## src/rtl/i2c_cmd_seq.sv

```systemverilog
// i2c_cmd_seq: checks an I2C command, launches the byte master, retries on NACK and returns one response.
// Latency: accept -> CHECK next cycle; bad command responds 2 cycles after accept, good ones on done/timeout.
// Backpressure: o_cmd_ready only in IDLE; RESP holds o_rsp_valid and all rsp fields until i_rsp_ready.
// Ports:
//   i_clk/i_rst           clock, synchronous active-high reset
//   i_cmd_* / o_cmd_ready command handshake (write buffer left-aligned)
//   o_rsp_* / i_rsp_ready response handshake (read data right-aligned), o_err_cnt failed-command count
//   o_i2cm_* / i_i2cm_*   registered command and launch pulse to the master, master status back
module i2c_cmd_seq #(
  parameter int WR_BYTE_WIDTH = 3,
  parameter int WR_BUF_WIDTH  = 32,
  parameter int RD_BYTE_WIDTH = 1,
  parameter int RD_BUF_WIDTH  = 8,
  parameter int DO_HOLD_CYC   = 5,
  parameter int MAX_RETRY     = 2,
  parameter int BACKOFF_CYC   = 64,
  parameter int TIMEOUT_CYC   = 200000
) (
  input  logic                     i_clk,
  input  logic                     i_rst,
  input  logic                     i_cmd_valid,
  output logic                     o_cmd_ready,
  input  logic [WR_BUF_WIDTH-1:0]  i_cmd_wr_buf,
  input  logic [WR_BYTE_WIDTH-1:0] i_cmd_wr_byte,
  input  logic [RD_BYTE_WIDTH-1:0] i_cmd_rd_byte,
  input  logic [3:0]               i_cmd_restart_byte,
  input  logic [31:0]              i_cmd_T_clk_num,
  output logic                     o_rsp_valid,
  input  logic                     i_rsp_ready,
  output logic [RD_BUF_WIDTH-1:0]  o_rsp_rd_data,
  output logic                     o_rsp_ack_err,
  output logic                     o_rsp_timeout,
  output logic                     o_rsp_bad_cmd,
  output logic [1:0]               o_rsp_retries,
  output logic [15:0]              o_err_cnt,
  output logic                     o_i2cm_do,
  output logic [WR_BUF_WIDTH-1:0]  o_i2cm_wr_buf_Lalign,
  output logic [WR_BYTE_WIDTH-1:0] o_i2cm_wr_byte,
  output logic [RD_BYTE_WIDTH-1:0] o_i2cm_rd_byte,
  output logic [3:0]               o_i2cm_restart_byte,
  output logic [31:0]              o_i2cm_T_clk_num,
  input  logic                     i_i2cm_busy,
  input  logic                     i_i2cm_done,
  input  logic                     i_i2cm_ack_err,
  input  logic [RD_BUF_WIDTH-1:0]  i_i2cm_rd_buf_Ralign
);

  localparam logic [2:0] S_IDLE    = 3'd0;
  localparam logic [2:0] S_CHECK   = 3'd1;
  localparam logic [2:0] S_LAUNCH  = 3'd2;
  localparam logic [2:0] S_WAIT    = 3'd3;
  localparam logic [2:0] S_BACKOFF = 3'd4;
  localparam logic [2:0] S_RESP    = 3'd5;

  localparam int TO_W    = $clog2(TIMEOUT_CYC + 1);
  localparam int CNT_MAX = (BACKOFF_CYC > DO_HOLD_CYC) ? BACKOFF_CYC : DO_HOLD_CYC;
  localparam int CW      = $clog2(CNT_MAX + 1);
  localparam int CMPW    = (WR_BYTE_WIDTH > 4) ? WR_BYTE_WIDTH : 4;

  localparam logic [TO_W-1:0] TO_LAST   = TO_W'(TIMEOUT_CYC - 1);
  localparam logic [CW-1:0]   HOLD_LAST = CW'(DO_HOLD_CYC - 1);
  localparam logic [CW-1:0]   BO_LAST   = CW'(BACKOFF_CYC - 1);
  localparam logic [1:0]      RETRY_MAX = 2'(MAX_RETRY);

  logic [2:0]               state_q, state_d;
  logic                     ready_q, ready_d;
  logic [CW-1:0]            cnt_q, cnt_d;        // launch hold / backoff length
  logic [TO_W-1:0]          tcnt_q, tcnt_d;      // cycles since the current launch
  logic [1:0]               retry_q, retry_d;
  logic [WR_BUF_WIDTH-1:0]  wr_buf_q, wr_buf_d;
  logic [WR_BYTE_WIDTH-1:0] wr_byte_q, wr_byte_d;
  logic [RD_BYTE_WIDTH-1:0] rd_byte_q, rd_byte_d;
  logic [3:0]               restart_q, restart_d;
  logic [31:0]              tclk_q, tclk_d;
  logic [RD_BUF_WIDTH-1:0]  rd_data_q, rd_data_d;
  logic                     ack_err_q, ack_err_d;
  logic                     timeout_q, timeout_d;
  logic                     bad_q, bad_d;
  logic [15:0]              err_cnt_q, err_cnt_d;
  logic                     err_evt;
  logic                     bad_cmd;

  // Busy is status only; sequencing keys off the done pulse.
  logic unused_busy;
  assign unused_busy = i_i2cm_busy;

  assign bad_cmd = ((wr_byte_q == '0) && (rd_byte_q == '0))
                || (CMPW'(restart_q) > CMPW'(wr_byte_q))
                || (tclk_q < 32'd4);

  always_comb begin
    state_d   = state_q;
    cnt_d     = cnt_q;
    tcnt_d    = tcnt_q;
    retry_d   = retry_q;
    wr_buf_d  = wr_buf_q;
    wr_byte_d = wr_byte_q;
    rd_byte_d = rd_byte_q;
    restart_d = restart_q;
    tclk_d    = tclk_q;
    rd_data_d = rd_data_q;
    ack_err_d = ack_err_q;
    timeout_d = timeout_q;
    bad_d     = bad_q;
    err_evt   = 1'b0;
    case (state_q)
      S_IDLE: begin
        if (i_cmd_valid && ready_q) begin
          wr_buf_d  = i_cmd_wr_buf;
          wr_byte_d = i_cmd_wr_byte;
          rd_byte_d = i_cmd_rd_byte;
          restart_d = i_cmd_restart_byte;
          tclk_d    = i_cmd_T_clk_num;
          rd_data_d = '0;
          ack_err_d = 1'b0;
          timeout_d = 1'b0;
          bad_d     = 1'b0;
          retry_d   = 2'd0;
          state_d   = S_CHECK;
        end
      end
      S_CHECK: begin
        if (bad_cmd) begin
          bad_d   = 1'b1;
          err_evt = 1'b1;
          state_d = S_RESP;
        end else begin
          cnt_d   = '0;
          tcnt_d  = '0;
          state_d = S_LAUNCH;
        end
      end
      S_LAUNCH, S_WAIT: begin
        tcnt_d = tcnt_q + TO_W'(1);
        if (state_q == S_LAUNCH) begin
          cnt_d = cnt_q + CW'(1);
          if (cnt_q == HOLD_LAST) state_d = S_WAIT;
        end
        // Done overrides both the hold count and a simultaneous timeout.
        if (i_i2cm_done) begin
          rd_data_d = i_i2cm_rd_buf_Ralign;
          ack_err_d = i_i2cm_ack_err;
          if (i_i2cm_ack_err && (retry_q < RETRY_MAX)) begin
            retry_d = retry_q + 2'd1;
            cnt_d   = '0;
            state_d = S_BACKOFF;
          end else begin
            err_evt = i_i2cm_ack_err;
            state_d = S_RESP;
          end
        end else if (tcnt_q == TO_LAST) begin
          timeout_d = 1'b1;
          ack_err_d = 1'b0;
          err_evt   = 1'b1;
          state_d   = S_RESP;
        end
      end
      S_BACKOFF: begin
        cnt_d = cnt_q + CW'(1);
        if (cnt_q == BO_LAST) begin
          cnt_d   = '0;
          tcnt_d  = '0;
          state_d = S_LAUNCH;
        end
      end
      S_RESP: begin
        if (i_rsp_ready) state_d = S_IDLE;
      end
      default: state_d = S_IDLE;
    endcase
    err_cnt_d = (err_evt && (err_cnt_q != 16'hFFFF)) ? err_cnt_q + 16'd1 : err_cnt_q;
    // Registered ready keeps it low on the cycle right after reset.
    ready_d = (state_d == S_IDLE);
  end

  always_ff @(posedge i_clk) begin
    if (i_rst) begin
      state_q   <= S_IDLE;
      ready_q   <= 1'b0;
      cnt_q     <= '0;
      tcnt_q    <= '0;
      retry_q   <= 2'd0;
      wr_buf_q  <= '0;
      wr_byte_q <= '0;
      rd_byte_q <= '0;
      restart_q <= 4'd0;
      tclk_q    <= 32'd0;
      rd_data_q <= '0;
      ack_err_q <= 1'b0;
      timeout_q <= 1'b0;
      bad_q     <= 1'b0;
      err_cnt_q <= 16'd0;
    end else begin
      state_q   <= state_d;
      ready_q   <= ready_d;
      cnt_q     <= cnt_d;
      tcnt_q    <= tcnt_d;
      retry_q   <= retry_d;
      wr_buf_q  <= wr_buf_d;
      wr_byte_q <= wr_byte_d;
      rd_byte_q <= rd_byte_d;
      restart_q <= restart_d;
      tclk_q    <= tclk_d;
      rd_data_q <= rd_data_d;
      ack_err_q <= ack_err_d;
      timeout_q <= timeout_d;
      bad_q     <= bad_d;
      err_cnt_q <= err_cnt_d;
    end
  end

  assign o_cmd_ready          = ready_q;
  assign o_rsp_valid          = (state_q == S_RESP);
  assign o_rsp_rd_data        = rd_data_q;
  assign o_rsp_ack_err        = ack_err_q;
  assign o_rsp_timeout        = timeout_q;
  assign o_rsp_bad_cmd        = bad_q;
  assign o_rsp_retries        = retry_q;
  assign o_err_cnt            = err_cnt_q;
  assign o_i2cm_do            = (state_q == S_LAUNCH);
  assign o_i2cm_wr_buf_Lalign = wr_buf_q;
  assign o_i2cm_wr_byte       = wr_byte_q;
  assign o_i2cm_rd_byte       = rd_byte_q;
  assign o_i2cm_restart_byte  = restart_q;
  assign o_i2cm_T_clk_num     = tclk_q;

endmodule

```

## config.mk

```make
export PLATFORM = sky130hd
export DESIGN_NAME = i2c_cmd_seq
export DESIGN_NICKNAME = d
export VERILOG_FILES = /design/src/rtl/i2c_cmd_seq.sv
export SDC_FILE = /design/constraint.sdc
export NUM_CORES = 1
export LEC_CHECK = 0
export CORE_ASPECT_RATIO = 0.9
export CORE_MARGIN = 1
export CORE_UTILIZATION = 35
export CTS_CLUSTER_DIAMETER = 50
export CTS_CLUSTER_SIZE = 8
export DETAILED_ROUTE_END_ITERATION = 10
export PLACE_DENSITY = 0.65
export REMOVE_ABC_BUFFERS = 1
export SYNTH_ARGS = -nofsm -noshare
export SYNTH_HDL_FRONTEND = slang
export SYNTH_SLANG_ARGS = --single-unit
```

## constraint.sdc

```tcl
create_clock -name i_clk -period 5.7 [get_ports i_clk]
set_clock_uncertainty 0.15 [all_clocks]
set_input_delay 1.14 -clock i_clk [delete_from_list [all_inputs] [get_ports i_clk]]
set_output_delay 1.14 -clock i_clk [all_outputs]
set_load 0.01 [all_outputs]
```

### After elaboration in Yosys (flattened, before gate mapping)

Cells that the tools add are included.

* register bits: 130
* logic and storage cells: 102

* multiplexer cells: 40
* magnitude comparators: 3
* bitwise logic cells: 1
* add/sub/neg operators: 4
* reductions and logical operators: 21
* equality and inequality tests: 18

Operators with widths (number)
* one-hot mux 18 bit (3 select lines): 1
* 2-to-1 mux 18 bit: 2
* 2-to-1 mux 7 bit: 5
* < comparator 32 x 3 -> 1 bit (second input constant): 1
* 2-to-1 mux 3 bit: 8
* one-hot mux 7 bit (3 select lines): 1
* adder 18 x 1 -> 18 bit (second input constant): 1
* equality test 18 bit (second input constant): 1
* adder 16 x 1 -> 16 bit (second input constant): 1
* 2-to-1 mux 8 bit: 2
* != test 16 bit (second input constant): 1
* != test 2 bit (second input constant): 8
* one-hot mux 8 bit (2 select lines): 1
* one-hot mux 3 bit (5 select lines): 1
* AND reduction 3 bit: 4
* 2-to-1 mux 1 bit: 11
* logical NOT 3 bit: 3
* one-hot mux 1 bit (2 select lines): 4
* AND reduction 4 bit: 2
* adder 7 x 1 -> 7 bit (second input constant): 1
* equality test 7 x 3 -> 1 bit (second input constant): 1
* equality test 7 x 6 -> 1 bit (second input constant): 1
* equality test 3 x 2 -> 1 bit (second input constant): 2
* equality test 3 bit (second input constant): 2
* other kinds (14): 22

### Logic depth before layout (Yosys ltp)

Gate-level depths: netlist of the first run.

* word-level depth: 7
* depth in mapped cells: 11
* depth with buffers taken out: 9

### Worst setup path before layout of the first run

OpenSTA, ideal clock, no wires.

* path kind: in2reg
* from: input port i_i2cm_done
* to: register err_cnt_q[11], in the netlist o_err_cnt[11]
* stages on the path: 6
* slack: 2727 ps
* arrival time: 2707 ps
* buffers on the path: 1
* cells stage by stage: clkbuf_1 > o41ai_2 > nand2_2 > a2111oi_4 > a21oi_1 > a31o_1

* word-level cells in the longest chain between the ends: 3

RTL lines
* from (decl): line 43 `input logic i_i2cm_done,`
* 2-to-1 mux 1 bit: line 140 `if (i_i2cm_done) begin`
* one-hot mux 1 bit (2 select lines): line 106 `case (state_q)`
* logical AND 1 bit: line 171 `err_cnt_d = (err_evt && (err_cnt_q != 16'hFFFF)) ? err_cnt_q + 16'd1 : err_cnt_q;`
* to (signal assigned): line 208 `err_cnt_q <= err_cnt_d;`
* to (decl): line 79 `logic [15:0] err_cnt_q, err_cnt_d;`

No other way between the ends.
A chain may end at the register's enable or synchronous reset.

### Worst setup path in the final report of the first run

* from: input port i_i2cm_done
* to: register err_cnt_q[15], in the netlist o_err_cnt[15]

Same word-level chain as after synthesis.

==> run metrics, run 1 <==
fraction of layout cells with a size suffix above 1 5.815%; CP Launch Type primary input; worst skew pair latency 0.41 ns; hold_buf cts 0; Syn-to-layout area delta 47.13%; Max FO, Critical Path 10; Critical Path End Type flip-flop; Ports 191; first-pass GRT wire length ~26000 um; Setup WS post-layout 2.266 ns; number of global-route vias before repair ~5000; Post-CTS Setup Bufs 0; Root Buffer clkbuf_16; Synth async-reset ratio 0%; crit path DAT 3.54 ns; outcome finished, final reports clean; Slew headroom between 30% and 40%; PortBufs roughly 190; RSZ-0062 raised after global routing no; FMAX 291.2 MHz; number of synthesized flops with an enable pin 0; Synth top area share between 40% and 50%; flops & latches, synth 130; Synthesis Warnings 0; largest net degree at the start of global routing 81; Reg clk slew, reported paths 0.06 ns; Final Total Pwr ~2.9 mW; Slew @ Worst Pin between 0.9 and 1 ns; Routed WL between 15000 and 20000 um; Final Setup Violations 0; n_diodes 0; initial drt markers roughly 340; Hold Path Depth 2; Die H 120.9 um; Critical Path RT 5.81 ns; RePlAce Congestion 0.7946; most frequent cells after synthesis nand2_1 (171), dfxtp_1 (130), a21oi_1 (98); largest area contributor in the netlist dfxtp_1; Max-Cap Viols 0; area of the mapped netlist between 0.005 and 0.006 mm2; Most used DFF post-synth dfxtp_1; reg2reg path depth 6; initial core utilization 35.73%; Clock Path Buffers 2; Post-DP HPWL between 10000 and 15000 um; # DRC 0; Power Density roughly 360 mW/mm2; initial antenna violation count 0; setup TNS 0 ns; Die Wd roughly 130 um; ANT nets after route 0; top cells by area, synth dfxtp_1 (47%), nand2_1 (12%), a21oi_1 (8.9%); PostCTS Resize Cnt 0; First-pass DRT Iterations 4; gr ovfl total 0; post-synthesis sequential area ratio 47.34%; most frequent cell after synthesis nand2_1; post-synthesis cell count about 700; CTS tree done; Pleak about 2.8 nW; nets about 960; post-synth cell types 53; Tcrit/Tclk final about three fifths; Finished Core Util around 53%; WS Path Type in2reg; row count 43; All-Layer GR Usage roughly a fifth; FILL cells roughly 1500; Core ar. 0.01539 mm2; fin. max-slew vios 0; peak supply drop 0.0002304 V; Num Clock Sinks 130; WL per Instance approximately 15 um; Via density about 5.0; H-tree depth 4; Mapped Avg Cell Area approximately 8 um2; Hold Path Class reg2reg; DP Worst Slack approximately 1.9 ns; routed via count roughly 5400; full die area around 0.016 mm2; Num CTS Buffers 17; hold violation count in the final report 0; post-layout min period around 3.4 ns
worst max-delay path, stage by stage:
cell and delay [ns]:
clkdlybuf4s50_1 0.57, o41ai_2 0.51, nand2_2 0.25, a2111oi_4 0.75, a41o_1 0.26, a21oi_1 0.06
power breakdown:
group,switching [mW],total (mW),internal (mW)
sequential,0.0865,1.10,1.01
combinational,0.413,0.760,0.347
clock,0.409,1.02,0.612
total,0.909,2.88,1.97
path summary, 6_finish.rpt:
| path | start | slack [ns] | end |
|---|---|---|---|
| worst max register to register | state_q[1] | 2.59 | o_err_cnt[15] |
| worst max-delay path | i_i2cm_done | 2.27 | o_err_cnt[15] |
| worst min-delay path | o_i2cm_wr_buf_Lalign[4] | 0.30 | o_i2cm_wr_buf_Lalign[4] |
| worst min register to register | o_i2cm_wr_buf_Lalign[4] | 0.30 | o_i2cm_wr_buf_Lalign[4] |
per-stage QoR:
| step | instances | cell area (um2) | hold slack, ns |
|---|---|---|---|
| 2_1_floorplan | 650 | 5339 | 0.2991 |
| 3_3_place_gp | 1047 | 7532 | 0.2905 |
| 3_5_place_dp | 1047 | 7532 | 0.2969 |
| 4_1_cts | 1079 | 8089 | 0.3036 |
| 5_1_grt | 1079 | 8089 | 0.3273 |
| 6_report | 1079 | 8089 | 0.3027 |
routing by layer:
layer | global-route usage [%] | wire length, um
met5 | 0 | 0
met4 | 6.882 | 166
met3 | 8.647 | 1182
met2 | 31.28 | 7306
met1 | 24.94 | 7091
sequential cells by signal, indices dropped and copies added, names as in the netlist, 2 cells and up:
| name | cells |
|---|---|
| state_q | 3 |
| tcnt_q | 18 |
| cnt_q | 7 |
| o_rsp_retries | 2 |
| o_i2cm_wr_byte | 3 |
| o_i2cm_T_clk_num | 32 |
| o_err_cnt | 16 |
| o_i2cm_wr_buf_Lalign | 32 |
| o_rsp_rd_data | 8 |
| o_i2cm_restart_byte | 4 |
cells in the final DEF (no fill, tap or decap), types with 9 or more instances in the layout:
cell	n
a21oi_1	98
a22oi_1	10
clkbuf_16	17
clkdlybuf4s50_1	188
dfxtp_1	130
inv_1	13
nand2_1	171
nand2b_1	10
nand3_1	16
nor2_1	60
nor4_1	9
o21ai_0	13
xnor2_1	9
layout make-up:
class                           count  area [um2]  share of cell area, %
Multi-Input combinational cell    507        2694                  33.30
Sequential cell                   130        2603                  32.17
Timing Repair Buffer              195        1934                  23.91
Clock buffer                       20       446.7                  5.522
Tap cell                          202       252.7                  3.125
Clock inverter                     12       110.1                  1.361
Inverter                           13       48.80                 0.6032
kinds of logic after synthesis:
| logic type | Yosys count | synth area share (%) |
|---|---|---|
| mux | 3 | 0.5690 |
| flops | 130 | 47.34 |
| xor+xnor | 16 | 2.549 |
| buf+inv | 55 | 3.778 |
| compound gates | 170 | 19.05 |
| simple gates | 311 | 25.13 |
| fa+ha+maj | 7 | 1.593 |
No activity file was read; power rests on OpenSTA's default activity.
==> run 2, diff against run 1 <==
--- a/config.mk
+++ b/config.mk
@@ -11,7 +11,7 @@
 export CTS_CLUSTER_DIAMETER = 50
 export CTS_CLUSTER_SIZE = 8
 export DETAILED_ROUTE_END_ITERATION = 10
-export PLACE_DENSITY = 0.65
+export PLACE_DENSITY = 0.67
 export REMOVE_ABC_BUFFERS = 1
 export SYNTH_ARGS = -nofsm -noshare
 export SYNTH_HDL_FRONTEND = slang
==> constraint.sdc (replaced) <==
create_clock -name i_clk -period 3 [get_ports i_clk]
set_clock_uncertainty 0.15 [all_clocks]
set_input_delay 0.6 -clock i_clk [delete_from_list [all_inputs] [get_ports i_clk]]
set_output_delay 0.6 -clock i_clk [all_outputs]
set_load 0.01 [all_outputs]
==> run 2 against run 1 <==
Clock-buffer cell count grew 3. First-iteration DRC count shrank 14%. Core utilization grew 1.0 points. Via count grew 1.8%. Global-route usage shrank 0.081 points. Sequential cell count is the same. Combinational power grew 96%. Power grew 96%. Sequential power grew 90%. Routed wire length grew 0.84%. Register-to-register slack lost 2.3 ns. Largest cell class unchanged.
==> run metrics, run 2 (synthesis results as in run 1) <==
outcome finished, final reports clean (unchanged); All-Layer GR Usage 20.09% (was 20.17%); WL per Instance 14.52 um (was 14.59 um); number of global-route vias before repair 5144 (was 5124); row count 43 (unchanged); Cells after DPL 1063 (was 1047); RSZ-0062 raised after global routing no (unchanged); # DRC 0 (unchanged); Pleak 2.872 nW (was 2.784 nW); Reg-to-Reg Start tcnt_q[0] (was state_q[1]); GR peak layer met2 (unchanged); Setup WS post-layout 0.3010 ns (was 2.266 ns); Reg clk slew, reported paths 0.06 ns (about the same); Routed WL 15880 um (was 15750 um); crit path DAT 2.85 ns (was 3.54 ns); Finished Layout Cells 1094 (was 1079); Num CTS Buffers 17 (unchanged); Finished Core Util 53.59% (was 52.57%); post-layout min period roughly 2.7 ns; reg-to-reg endpoint o_err_cnt[9] (was o_err_cnt[15]); RePlAce Congestion 0.8119 (was 0.7946); reg2reg path depth 9 (was 6); Slew headroom 64.84% (was 35.72%); Num Clock Sinks 130 (unchanged); CP Launch Type flip-flop (was primary input); DP Worst Slack 0.1258 ns (was 1.901 ns); Syn-to-layout area delta 49.98% (was 47.13%); FMAX approximately 370 MHz; hold_buf cts 0 (unchanged); Via density 4.989 (was 4.970); Hold Path Depth 2 (unchanged); most common cell after layout, fill and taps aside clkdlybuf4s50_1 (unchanged); full die area 0.01621 mm2 (unchanged); initial core utilization 35.73% (unchanged); r2r setup slk 0.30 ns (was 2.59 ns); fin. max-slew vios 0 (unchanged); Post-DP HPWL 11040 um (was 10870 um); Worst Hold Launch o_i2cm_wr_buf_Lalign[23] (was o_i2cm_wr_buf_Lalign[4]); Post-DP Area 0.007665 mm2 (was 0.007532 mm2); Clock Path Buffers 2 (unchanged); nets 974 (was 958); setup TNS 0 ns (unchanged); initial drt markers 291 (was 339); Fin Hold WS 0.3016 ns (was 0.3027 ns); worst skew pair latency 0.41 ns (about the same); peak supply drop 0.0004084 V (was 0.0002304 V); largest net degree at the start of global routing 76 (was 81); gr ovfl total 0 (unchanged); Die H 120.9 um (unchanged); Final Setup Violations 0 (unchanged); Slew @ Worst Pin 0.5140 ns (was 0.9606 ns); Final Instance Area 0.008245 mm2 (was 0.008089 mm2); met1 usage 24.95% (was 24.94%); hold violation count in the final report 0 (unchanged); Hold Path Class reg2reg (unchanged); Core ar. 0.01539 mm2 (unchanged); routed via count 5458 (was 5363); Tcrit/Tclk final roughly 90%; Hold Path Sink o_i2cm_wr_buf_Lalign[23] (was o_i2cm_wr_buf_Lalign[4]); Die Wd 134.1 um (unchanged); Power Density 683.2 mW/mm2 (was 356.2 mW/mm2); Post-CTS Setup Bufs 0 (unchanged); most frequent cells in the layout clkdlybuf4s50_1 (188), nand2_1 (171), dfxtp_1 (130) (unchanged); H-tree depth 4 (unchanged); PortBufs 189 (unchanged); Max FO, Critical Path 10 (unchanged); M2 GR Usage 31.54% (was 31.28%); n_diodes 0 (unchanged); Max-Cap Viols 0 (unchanged); first-pass GRT wire length 25650 um (was 25800 um); Ports 191 (unchanged); First-pass DRT Iterations 4 (unchanged); initial antenna violation count 0 (unchanged); WS Path Type reg2reg (was in2reg); GR Util met3 8.020% (was 8.647%); PostCTS Resize Cnt 0 (unchanged); fraction of layout cells with a size suffix above 1 7.287% (was 5.815%); Critical Path RT 3.16 ns (was 5.81 ns); CTS tree done (unchanged); Critical Path End Type flip-flop (unchanged); Final Total Pwr 5.633 mW (was 2.881 mW); ANT nets after route 0 (unchanged); Root Buffer clkbuf_16 (unchanged)
## run 2: cell count changes in the layout (fill, tap and decap cells not counted), sizes merged
cell / before / now
clkbuf: 20 / 23
clkinvlp: 1 / 2
buf: 7 / 23
clkinv: 9 / 3
bufinv: 1 / 2
## run 2: power breakdown
group / switching (mW) / internal, mW
Combinational: 0.790 / 0.700
Sequential: 0.166 / 1.93
Clock: 0.766 / 1.29
## run 2: area by class of cell
class,instances,area [um2]
Clock buffer,23,478.0
Clock inverter,8,102.6
Fill cell,1480,7142
Inverter,13,48.80
Multi-Input combinational cell,507,2694
Sequential cell,130,2603
Tap cell,202,252.7
Timing Repair Buffer,211,2067
## run 2: how the worst max path moves through the flow
| stage | endpoint | from | cells past startpoint | slack [ns] |
|---|---|---|---|---|
| 6_report | o_err_cnt[9] | tcnt_q[0] | 9 | 0.30 |
| 4_1_cts | o_err_cnt[9] | tcnt_q[0] | 9 | 0.27 |
| 5_1_grt | tcnt_q[14] | o_i2cm_wr_byte[1] | 10 | 0.06 |
| 2_1_floorplan | tcnt_q[16] | o_i2cm_wr_byte[1] | 8 | 0.13 |
| 3_5_place_dp | o_err_cnt[7] | i_i2cm_done | 7 | 0.13 |
| 3_3_place_gp | o_err_cnt[15] | i_i2cm_done | 7 | 0.14 |
## run 2: critical path, stage by stage (launching register included)
cell and delay (ns):
dfxtp_1 0.37, ha_1 0.22, and3_4 0.22, nand4_4 0.11, o41ai_2 0.40, nand2_2 0.23, a2111oi_4 0.39, buf_4 0.22
a21oi_1 0.09, a31o_1 0.19
## run 2: layer usage
layer	vias to the layer above	wire length, um
met5	-	0
met4	0	171
met3	9	1255
met2	150	7372
met1	2520	7081
li1	2779	-
